==> src/rtl/instr_seq_pkg.sv <==
// Shared types and constants for the instruction sequencer.
// State encoding, instruction field offsets and the default halt opcode.
package instr_seq_pkg;

  localparam logic [2:0] ST_IDLE  = 3'd0;
  localparam logic [2:0] ST_FETCH = 3'd1;
  localparam logic [2:0] ST_ISSUE = 3'd2;
  localparam logic [2:0] ST_EXEC  = 3'd3;
  localparam logic [2:0] ST_HALT  = 3'd4;

  typedef enum logic [2:0] {
    IDLE  = ST_IDLE,
    FETCH = ST_FETCH,
    ISSUE = ST_ISSUE,
    EXEC  = ST_EXEC,
    HALT  = ST_HALT
  } state_t;

  localparam int OPC_MSB = 23;
  localparam int OP1_MSB = 19;
  localparam int OP2_MSB = 15;

  localparam logic [3:0] HALT_OP_DEF = 4'hF;

  function automatic logic [3:0] opc_of(input logic [23:0] w);
    return w[OPC_MSB -: 4];
  endfunction

endpackage

==> src/rtl/instr_seq_watchdog.sv <==
// EXEC-phase watchdog: counts EXEC cycles without done and flags a trip.
// Only instantiated when INSTR_SEQ_WATCHDOG_EN is defined.
module instr_seq_watchdog #(
  parameter int TIMEOUT = 15
) (
  input  logic clk,
  input  logic rst_n,
  input  logic i_clear,
  input  logic i_exec,
  input  logic i_done,
  output logic o_trip
);

  logic [7:0] r_cnt;
  logic [7:0] w_inc;

  assign w_inc  = r_cnt + 8'd1;
  // Trip on the cycle whose increment would reach TIMEOUT
  assign o_trip = i_exec && !i_done && (w_inc == 8'(TIMEOUT));

  always_ff @(posedge clk or negedge rst_n) begin
    if (!rst_n) begin
      r_cnt <= 8'd0;
    end else if (i_clear) begin
      r_cnt <= 8'd0;
    end else if (i_exec && !i_done) begin
      r_cnt <= w_inc;
    end
  end

endmodule

==> src/rtl/instr_sequencer.sv <==
// Fetch/issue sequencer in front of the operand-fetch/ALU decoder.
// Optional EXEC watchdog enabled by defining INSTR_SEQ_WATCHDOG_EN.
module instr_sequencer
  import instr_seq_pkg::*;
#(
  parameter int         PC_W    = 8,
  parameter int         IW      = 24,
  parameter logic [3:0] HALT_OP = HALT_OP_DEF,
  parameter int         TIMEOUT = 15
) (
  input  logic            clk,
  input  logic            rst_n,
  input  logic            start,
  output logic            imem_rd,
  output logic [PC_W-1:0] imem_addr,
  input  logic [IW-1:0]   imem_data,
  input  logic            imem_valid,
  output logic            dec_rst,
  output logic [3:0]      dec_opcode,
  output logic [3:0]      dec_op1,
  output logic [15:0]     dec_op2,
  input  logic            dec_done,
  output logic            busy,
  output logic            halted,
  output logic            err,
  output logic [15:0]     instr_count
);

  state_t          r_state;
  logic [PC_W-1:0] r_pc;
  logic            r_imem_rd;
  logic            r_dec_rst;
  logic [3:0]      r_opc;
  logic [3:0]      r_op1;
  logic [15:0]     r_op2;
  logic            r_busy;
  logic            r_halted;
  logic            r_err;
  logic [15:0]     r_cnt;
  logic            w_trip;
  logic [3:0]      w_opc;

  assign w_opc = opc_of(imem_data[23:0]);

`ifdef INSTR_SEQ_WATCHDOG_EN
  instr_seq_watchdog #(
    .TIMEOUT (TIMEOUT)
  ) u_wd (
    .clk     (clk),
    .rst_n   (rst_n),
    .i_clear (r_state == ISSUE),
    .i_exec  (r_state == EXEC),
    .i_done  (dec_done),
    .o_trip  (w_trip)
  );
`else
  logic w_unused_timeout;
  assign w_unused_timeout = (TIMEOUT != 0);
  assign w_trip = 1'b0;
`endif

  always_ff @(posedge clk or negedge rst_n) begin
    if (!rst_n) begin
      r_state   <= IDLE;
      r_pc      <= '0;
      r_imem_rd <= 1'b0;
      r_dec_rst <= 1'b1;
      r_opc     <= 4'd0;
      r_op1     <= 4'd0;
      r_op2     <= 16'd0;
      r_busy    <= 1'b0;
      r_halted  <= 1'b0;
      r_err     <= 1'b0;
      r_cnt     <= 16'd0;
    end else begin
      unique case (r_state)
        IDLE: begin
          if (start) begin
            r_state   <= FETCH;
            r_imem_rd <= 1'b1;
            r_busy    <= 1'b1;
            r_err     <= 1'b0;
          end
        end
        FETCH: begin
          if (imem_valid) begin
            r_imem_rd <= 1'b0;
            if (w_opc == HALT_OP) begin
              r_state  <= HALT;
              r_halted <= 1'b1;
              r_busy   <= 1'b0;
            end else begin
              r_state <= ISSUE;
              r_opc   <= imem_data[OPC_MSB -: 4];
              r_op1   <= imem_data[OP1_MSB -: 4];
              r_op2   <= imem_data[OP2_MSB -: 16];
            end
          end
        end
        ISSUE: begin
          r_state   <= EXEC;
          r_dec_rst <= 1'b0;
        end
        EXEC: begin
          // Done outranks a same-cycle watchdog trip
          if (dec_done) begin
            r_state   <= FETCH;
            r_dec_rst <= 1'b1;
            r_pc      <= r_pc + 1'b1;
            r_cnt     <= r_cnt + 16'd1;
            r_imem_rd <= 1'b1;
          end else if (w_trip) begin
            r_state   <= HALT;
            r_dec_rst <= 1'b1;
            r_err     <= 1'b1;
            r_halted  <= 1'b1;
            r_busy    <= 1'b0;
          end
        end
        HALT: begin
          if (start) begin
            r_state   <= FETCH;
            r_pc      <= '0;
            r_halted  <= 1'b0;
            r_err     <= 1'b0;
            r_imem_rd <= 1'b1;
            r_busy    <= 1'b1;
          end
        end
        default: begin
          r_state   <= IDLE;
          r_imem_rd <= 1'b0;
          r_dec_rst <= 1'b1;
          r_busy    <= 1'b0;
        end
      endcase
    end
  end

  assign imem_rd     = r_imem_rd;
  assign imem_addr   = r_pc;
  assign dec_rst     = r_dec_rst;
  assign dec_opcode  = r_opc;
  assign dec_op1     = r_op1;
  assign dec_op2     = r_op2;
  assign busy        = r_busy;
  assign halted      = r_halted;
  assign err         = r_err;
  assign instr_count = r_cnt;

endmodule
==> config.mk <==
export PLATFORM = sky130hd
export DESIGN_NAME = instr_sequencer
export DESIGN_NICKNAME = d
export VERILOG_FILES = /design/src/rtl/instr_seq_pkg.sv /design/src/rtl/instr_seq_watchdog.sv /design/src/rtl/instr_sequencer.sv
export SDC_FILE = /design/constraint.sdc
export NUM_CORES = 1
export LEC_CHECK = 0
export ABC_AREA = 1
export CORE_ASPECT_RATIO = 0.7
export CORE_MARGIN = 1.5
export CORE_UTILIZATION = 47
export CTS_CLUSTER_DIAMETER = 40
export DETAILED_ROUTE_END_ITERATION = 8
export PLACE_DENSITY = 0.77
export SLEW_MARGIN = 30
export SYNTH_ARGS = -nofsm -noshare
export SYNTH_HDL_FRONTEND = slang
export SYNTH_SLANG_ARGS = --single-unit
==> constraint.sdc <==
create_clock -name clk -period 1.6 [get_ports clk]
set_input_delay 0.16 -clock clk [delete_from_list [all_inputs] [get_ports clk]]
set_output_delay 0.16 -clock clk [all_outputs]
set_load 0.01 [all_outputs]
==> impl_results.md <==
* Port Buffer Count at 80
* Detail Route Antenna Nets at 0
* Ant. Diodes at 0
* Number of I/O pins at 82
* Crit share post-route at just under 100%
* Post-CTS setup buffer count at 0
* Yosys cell types at 28
* Via density at around 5
* Family with the most delay on the worst path: flip-flops
* Gp weighted congestion at 0.806
* Ranking of synthesized cells by area: dfrtp_1 51%, nand2_1 16%, nand3_1 7.0%, inv_1 4.5%, nor2_1 2.5%
* Nature of the critical path endpoint: primary output
* Setup Crit Path Kind: reg2out
* Most common cell in the netlist: nand2_1
* DR DRC count at 0
* Uppermost layer routed: met4
* Final nets at between 400 and 500
* Synth Instances at 320
* First-pass DRT Iterations at 4
* Top cell type by total area after synthesis: dfrtp_1
* Worst-Skew Late Latency at approximately 0.31 ns
* FP Rows at 22
* H-tree depth at 2
* Layout area overhead at 38.2%
* Syn nets at 351
* Total length of routed wires at between 6000 and 7000 um
* Pin count of the biggest net entering global routing at 56
* Fillers at 430
* RSZ-0062 raised after global routing: no
* Fin worst setup slack at 0.0570 ns
* DRT met1 WL at roughly 3000 um
* Post-DP HPWL at 4530 um
* GRT overflow at 0
* Hold WC Path Type: in2async
* Clock sinks at 55
* Final worst path period need at around 1.5 ns
* Syn avg cell area at 8.31 sq um
* CTS root buf: clkbuf_8
* Vias at ~2.3k
* Worst Path Max Fanout at 2
* Max IR drop VDD at about 0.0010 V
* Total track usage at roughly 22%
* CTS tree: built
* Fmax at 648 MHz
* Worst Path Buf+Inv at 1
* Pwr Density at roughly 1500 nW/um^2
* Die width at 92.9 um
* Synth Warn # at 0
* CP max stage delay at between 0.5 and 0.6 ns
* Synthesized cell area at about 2700 sq um
* Core outline area at between 5000 and 6000 sq um
* Top_reg_cell synth: dfrtp_1
* Critical Path AT at between 1 and 1.5 ns
* CP max stage cell: dfstp_2
* Clk slew on worst S/H paths at ~0.1 ns
* Clock skew at 0.00615 ns
* DP Worst Slack at -0.0208 ns
* Setup violators final at 0
* Initial Util at between 40% and 50%
* DRT iter0 DRCs at between 100 and 150
* Max_cap viols at 0
* Seq/Total Area, Yosys at 51.8%
* Initial antenna violation count at 0
* Routed wl met2 at 2920 um
* Vias in the first global route at about 2.2k
* Global-route wire length before repair at between 10000 and 15000 um
* Worst-path cell chain: clkdlybuf4s50_1
* Leakage at between 1.5 and 2 nW
* Clk buf depth at 2
* Worst setup SP type: flip-flop
* Final Hold Viols at 0
* Post-DR wirelength/cell at 13.2 um
* Die H at 65.9 um
* Synth top area share at 50.8%
* Die area at about 6100 sq um
* CP required at 1.44 ns
* Metal3 WL at 316 um
* EDFF count, synth at 0
* Status: finished, final reports clean
* Commonest cells in the synthesized netlist: 113 x nand2_1, 54 x dfrtp_1, 37 x nand3_1
* CTS buffer count at 5
* Proportion of layout cells with a drive suffix above 1 at around 9.6%
* Max-slew violation count at 0
* Async S/R FF share, synth at 100%
* Synth Register Bits at 55
* Hold WS at about 0.36 ns
[state kept, by name (all words and copies together) (netlist names)]
register / count
busy: 1
dec_op1: 4
dec_op2: 16
dec_opcode: 4
dec_rst: 1
halted: 1
imem_addr: 8
imem_rd: 1
instr_count: 16
r_state: 3
[cell usage in the layout, fill, tap and decap left out]
cell type,synthesis,routed
nand2_1,113,113
clkdlybuf4s50_1,0,79
dfrtp_1,54,54
nand3_1,37,37
inv_1,32,31
nor2_1,18,18
xor2_1,7,7
nand4_1,6,6
nor2_2,6,6
o21ai_0,5,5
clkbuf_8,0,5
inv_2,3,4
xnor2_1,4,4
nor3_1,4,4
buf_4,3,4
nand2_2,3,3
nor2_4,3,3
o21ai_2,3,3
o21ai_1,3,3
ha_1,2,2
nand3_2,2,1
clkinv_8,0,1
nand2_8,0,1
nand3_4,0,1
nand4_4,1,1
a31oi_1,1,1
conb_1,1,1
bufinv_16,0,1
clkinv_4,0,1
clkinv_2,0,1
dfstp_2,1,1
dlygate4sd3_1,0,1
buf_2,1,1
buf_12,0,1
[cell families after synthesis]
logic type      after synthesis  share of synthesized area, %
compound gates               12                          2.73
flops                        55                          51.8
buf+inv                      45                          7.76
simple gates                194                          33.0
other cells                   1                         0.141
xor+xnor                     11                          3.62
fa+ha+maj                     2                         0.941
[power breakdown]
group / internal, W / switching (W) / total [W]
sequential: 0.00186 / 0.000337 / 0.00220
clock: 0.000467 / 0.000463 / 0.000930
combinational: 0.00123 / 0.00131 / 0.00253
total: 0.00355 / 0.00210 / 0.00566
[metal layers]
| metal | vias up | track usage (%) |
|---|---|---|
| met1 | 1100 | 30.7 |
| met4 | 0 | 5.49 |
| met2 | 67 | 36.2 |
| met5 | - | 0 |
| met3 | 7 | 4.02 |
| li1 | 1170 | - |
[per-stage QoR]
step	setup TNS (ns)	total power [W]	instance area, sq um	cells	util (%)
2_1_floorplan	0	0.00351	2660	320	-
3_3_place_gp	0	0.00464	3530	468	66.0
3_5_place_dp	-0.0817	0.00469	3530	468	66.0
4_1_cts	0	0.00564	3650	477	68.4
5_1_grt	0	0.00604	3670	477	68.8
6_report	0	0.00566	3670	477	68.8
[worst register-to-register path: stages, from the launching register on]
cell     delay, ns
dfrtp_1       0.49
nor2_2        0.22
inv_2         0.08
nor2_4        0.12
nand2_1       0.13
nand3_4       0.17
inv_1         0.07
nand2_1       0.07
nand2_1       0.05
[final timing paths]
kind                       slack, ns            to  cells past startpoint         start
max                             0.06       dec_rst                      1       dec_rst
min                             0.36          busy                      3         rst_n
max reg2reg                     0.11  imem_addr[4]                      8    r_state[0]
min reg2reg                     0.47   dec_op2[14]                      2   dec_op2[14]
max in group asynchronous       0.97       dec_rst                      3         rst_n
min in group clk                0.40    dec_op2[9]                      3  imem_data[9]
[timing repair]
item / in CTS / in global routing
hold endpoints to repair: 54 / 0
gates resized for setup: 1 / 5
hold buffers: 1 / 0
endpoints found under the setup margin: 12 / 26
[cell type report]
type                       count  area (sq um)  share of cell area (%)
clock buffer                   5          68.8                    1.87
tap                           72          90.1                    2.45
inverter                      36           148                    4.02
multi-input combinational    220          1090                    29.7
clock inverter                 3          43.8                    1.19
timing repair buffer          86           856                    23.3
sequential                    55          1380                    37.5
No activity file was read; power rests on OpenSTA's default activity.
